$ cat src/rtl/row_sequencer.sv
// Word-line row sequencer: drives one registered one-hot row select for single
// accesses or inclusive (optionally wrapping) sweeps, with a break-before-make gap.
module row_sequencer #(
  parameter int ADDR_W   = 5,
  parameter int NUM_ROWS = 32,
  parameter int PULSE_W  = 1
) (
  input  logic                clk,
  input  logic                rst,
  input  logic                req_valid,
  input  logic [ADDR_W-1:0]   req_addr,
  output logic                req_ready,
  input  logic                scan_start,
  input  logic [ADDR_W-1:0]   scan_first,
  input  logic [ADDR_W-1:0]   scan_last,
  input  logic                scan_abort,
  output logic [NUM_ROWS-1:0] row_sel,
  output logic                busy,
  output logic                done,
  output logic                aborted,
  output logic                err
);

  typedef enum logic [1:0] {IDLE, ACTIVE, GAP} state_e;

  localparam logic [ADDR_W:0]   ROWS_W     = (ADDR_W+1)'(NUM_ROWS);
  localparam logic [ADDR_W-1:0] LAST_ROW   = ADDR_W'(NUM_ROWS - 1);
  localparam logic [3:0]        PULSE_LAST = 4'(PULSE_W - 1);

  state_e                state_q;
  logic [ADDR_W-1:0]     row_q, last_q;
  logic [3:0]            pulse_q;
  logic                  scan_q, final_q;
  logic [NUM_ROWS-1:0]   row_sel_q;
  logic                  ready_q, busy_q, done_q, aborted_q, err_q;

  logic [ADDR_W-1:0]     start_row_d, next_row_d;
  logic                  start_ok_d;

  function automatic logic in_range(input logic [ADDR_W-1:0] a);
    return {1'b0, a} < ROWS_W;
  endfunction

  function automatic logic [NUM_ROWS-1:0] onehot(input logic [ADDR_W-1:0] a);
    return NUM_ROWS'(1) << a;
  endfunction

  // A scan wins over a simultaneous single request; the request is simply dropped.
  always_comb begin
    start_row_d = req_addr;
    start_ok_d  = in_range(req_addr);
    if (scan_start) begin
      start_row_d = scan_first;
      start_ok_d  = in_range(scan_first) && in_range(scan_last);
    end
  end

  // Wrap at NUM_ROWS rather than at the natural 2**ADDR_W boundary.
  assign next_row_d = (row_q == LAST_ROW) ? '0 : row_q + 1'b1;

  // NOTE: every register here is assigned with <= so all of them update from the
  // same pre-edge values; the pulse defaults below rely on later assignments winning.
  always_ff @(posedge clk) begin
    if (rst) begin
      state_q   <= IDLE;
      row_q     <= '0;
      last_q    <= '0;
      pulse_q   <= '0;
      scan_q    <= 1'b0;
      final_q   <= 1'b0;
      row_sel_q <= '0;
      ready_q   <= 1'b1;
      busy_q    <= 1'b0;
      done_q    <= 1'b0;
      aborted_q <= 1'b0;
      err_q     <= 1'b0;
    end else begin
      done_q    <= 1'b0;
      aborted_q <= 1'b0;
      err_q     <= 1'b0;
      unique case (state_q)
        IDLE: begin
          if (scan_start || req_valid) begin
            if (start_ok_d) begin
              state_q   <= ACTIVE;
              row_q     <= start_row_d;
              row_sel_q <= onehot(start_row_d);
              pulse_q   <= PULSE_LAST;
              scan_q    <= scan_start;
              if (scan_start) last_q <= scan_last;
              ready_q   <= 1'b0;
              busy_q    <= 1'b1;
            end else begin
              err_q <= 1'b1;
            end
          end
        end
        ACTIVE: begin
          if (scan_q && scan_abort) begin
            state_q   <= GAP;
            row_sel_q <= '0;
            final_q   <= 1'b1;
            done_q    <= 1'b1;
            aborted_q <= 1'b1;
          end else if (pulse_q == '0) begin
            state_q   <= GAP;
            row_sel_q <= '0;
            final_q   <= !scan_q || (row_q == last_q);
            done_q    <= !scan_q || (row_q == last_q);
          end else begin
            pulse_q <= pulse_q - 1'b1;
          end
        end
        GAP: begin
          if (final_q) begin
            state_q <= IDLE;
            ready_q <= 1'b1;
            busy_q  <= 1'b0;
          end else if (scan_abort) begin
            // Abort landing in an intermediate gap: spend one more gap to report it.
            final_q   <= 1'b1;
            done_q    <= 1'b1;
            aborted_q <= 1'b1;
          end else begin
            state_q   <= ACTIVE;
            row_q     <= next_row_d;
            row_sel_q <= onehot(next_row_d);
            pulse_q   <= PULSE_LAST;
          end
        end
        default: state_q <= IDLE;
      endcase
    end
  end

  assign req_ready = ready_q;
  assign row_sel   = row_sel_q;
  assign busy      = busy_q;
  assign done      = done_q;
  assign aborted   = aborted_q;
  assign err       = err_q;

endmodule

$ cat config.mk
export PLATFORM = sky130hd
export DESIGN_NAME = row_sequencer
export DESIGN_NICKNAME = d
export VERILOG_FILES = /design/src/rtl/row_sequencer.sv
export SDC_FILE = /design/constraint.sdc
export NUM_CORES = 1
export LEC_CHECK = 0
export ABC_AREA = 1
export CORE_ASPECT_RATIO = 0.75
export CORE_MARGIN = 3
export CORE_UTILIZATION = 50
export DETAILED_ROUTE_END_ITERATION = 7
export HOLD_SLACK_MARGIN = 0.02
export PLACE_DENSITY = 0.84
export SETUP_SLACK_MARGIN = 0.1
export SLEW_MARGIN = 20
export SYNTH_ARGS = -nofsm -noshare
export SYNTH_HDL_FRONTEND = slang
export SYNTH_SLANG_ARGS = --single-unit
$ cat constraint.sdc
create_clock -name clk -period 2.55 [get_ports clk]
set_clock_uncertainty 0.05 [all_clocks]
set_input_delay 0.51 -clock clk [delete_from_list [all_inputs] [get_ports clk]]
set_output_delay 0.51 -clock clk [all_outputs]
set_load 0.1 [all_outputs]
==> flow_metrics.tcl <==
set metrics [dict create \
    die_area_sq_um 6220 \
    grt_max_degree 36 \
    power_leakage_nw 1.36 \
    cts_buffers 5 \
    syn_avg_cell_area_sq_um 7.56 \
    antenna_found_initial 0 \
    cts_resized 0 \
    hold_violations 0 \
    seq_area_frac_synth 0.408 \
    via_per_inst 5.22 \
    slew_viol_final 0 \
    hpwl_mm 4.50 \
    clock_latency_ns 0.30 \
    yosysWarnings 0 \
    rrSetupSlack_ns 0.32 \
    wire_per_inst_um 12.8 \
    die_h_um 69.1 \
    n_antenna_cell 0 \
    firstDrtPassIters 7 \
    netlist_area_sq_um 2650 \
    num_rows 22 \
    rsz0062_at_grt "no" \
    mostFrequentLayoutCells "nand2_1, dfxtp_1, a21oi_1" \
    core_area_sq_um 5010 \
    pre_cts_slack_ns 0.227 \
    drt_first_iter_violations 182 \
    p_total_mw 3.65 \
    fin_crit_ns 2.23 \
    dr_total_vias 2468 \
    ant_nets 0 \
    synth_fp_nets 380 \
    crit_path_max_fanout 16 \
    h-tree-depth 2 \
    ys_async_sr_fraction 0 \
    synth_cell_types 36 \
    io_pins 57 \
    post-route-period-util 0.874 \
    crit_path_top_delay_cell "ha_1" \
    routed_wl_mm 6.04 \
    setup_viol 0 \
    clkSlewWorstSetupHoldPaths_ns 0.09 \
    cts_sinks 54 \
    grt_overflow_total 0 \
    track_usage 0.194 \
    fmaxAchievable_ghz 0.449 \
    gp_congestion 0.852 \
    setup_ws_ns 0.321 \
    cts_root_buffer "clkbuf_8" \
    drive_gt1_frac 0.177 \
    dp.cells 465 \
    area_growth_pct 21.7 \
    grt_pass1_vias 2267 \
    final_common_cell "nand2_1" \
    layoutNonFillerInstCount 473 \
    post-cts-setup-buffers 0 \
    outcome "completed" \
    grt_pass1_wl_mm 10.2 \
    irDropWorstVdd_v 0.000963 \
    critPathLaunchType "flip-flop" \
    clock_path_buffers 2 \
    crit_family "simple AND/OR/NAND/NOR gates" \
    synth_seq_cells 54 \
    final_nets 429 \
    start_util 0.529 \
    ctsHoldBuffers 0 \
    worst_ep_arrival_time_ns 2.42 \
    cts_tree "built" \
    drv_cap 0 \
    hold_class "flip-flop to flip-flop" \
    powerDensity_nw_per_um2 1130 \
    required_ns 2.74 \
    path_buf_inv 3 \
    crit_chain "inv_1 -> ha_1 -> inv_4 -> nor2_4 -> nand3_1 -> nand2_2 -> inv_2 -> nor2_1 -> nand2_1 -> a21oi_1" \
    critPathCaptureType "flip-flop" \
    die_x_um 90.1 \
    synth-edff-count 0 \
    synth_cells 351 \
    drc 0 \
    ys.flop_type "dfxtp_1" \
    fin_setup_tns_ns 0 \
    path_class "flip-flop to flip-flop" \
    final_util 0.644 \
    critPathMaxStageDelay_ns 0.44 \
    portBuffers 55 \
]
-- final timing paths --
kind,startpoint,to,cells past startpoint
max,state_q[0],row_sel[30],10
max reg2reg,state_q[0],row_sel[30],10
min reg2reg,row_sel[13],row_sel[13],2
min,row_sel[13],row_sel[13],2
-- flip-flops by register name, indices dropped and copies added, names as in the netlist --
signal,count
row_sel,32
last_q,5
row_q,5
pulse_q,4
state_q,2
aborted,1
busy,1
done,1
final_q,1
req_ready,1
scan_q,1
-- layer usage --
metal  share of wire  wire length (um)  GRT usage  vias up
li1                -                 -          -     1247
met1            0.48              2910      0.278     1134
met2            0.45              2730      0.299       82
met3           0.058               351     0.0447        5
met4          0.0086                52     0.0441        0
met5               0                 0          0        -
-- kinds of logic after synthesis --
kind of cell    after synthesis  synth area share
compound gates               73             0.148
xor+xnor                      5            0.0165
fa+ha+maj                     9            0.0425
buf+inv                      45            0.0873
flops                        54             0.408
other cells                   1           0.00141
simple gates                164             0.297
-- area by class of cell --
class	instances	area, sq um
repair buffers	57	488
inverters	30	118
flip-flops and latches	54	1080
multi-input cells	252	1340
well taps	72	90.1
fillers	432	1780
clock inverters	2	37.5
clock buffers	6	72.6
-- Yosys cell counts, types with 4 or more instances --
library cell  count  share of area
nor2_2            4         0.0094
clkbuf_1          5         0.0071
nand2_1          76           0.11
xor2_1            4          0.013
a21oi_1          48          0.091
inv_2             5         0.0071
nor2_1           26          0.037
nand3_1          42          0.079
dfxtp_1          54           0.41
inv_1            23          0.033
o21ai_0          18          0.034
ha_1              9          0.042
-- stage by stage --
stage / instance area (sq um) / hold WS (ns)
floorplan: 2650 / 0.391
global placement: 3120 / 0.404
detailed placement: 3120 / 0.408
CTS: 3230 / 0.422
global route: 3230 / 0.447
finish: 3230 / 0.421
-- power breakdown --
group | switching (mW) | internal, mW | leakage [nW] | total [mW]
Sequential | 0.120 | 0.994 | 0.440 | 1.11
Clock | 0.272 | 0.293 | 0.0514 | 0.565
Combinational | 1.42 | 0.553 | 0.868 | 1.97
Total | 1.81 | 1.84 | 1.36 | 3.65
-- worst reg2reg max path, cell delays in order (launching register included) --
cell and delay, ns:
dfxtp_1 0.35, inv_1 0.11, ha_1 0.44, inv_4 0.17, nor2_4 0.13, nand3_1 0.10
nand2_2 0.25, inv_2 0.19, nor2_1 0.18, nand2_1 0.08, a21oi_1 0.12
Note: power is estimated with default switching activity, not from simulation.
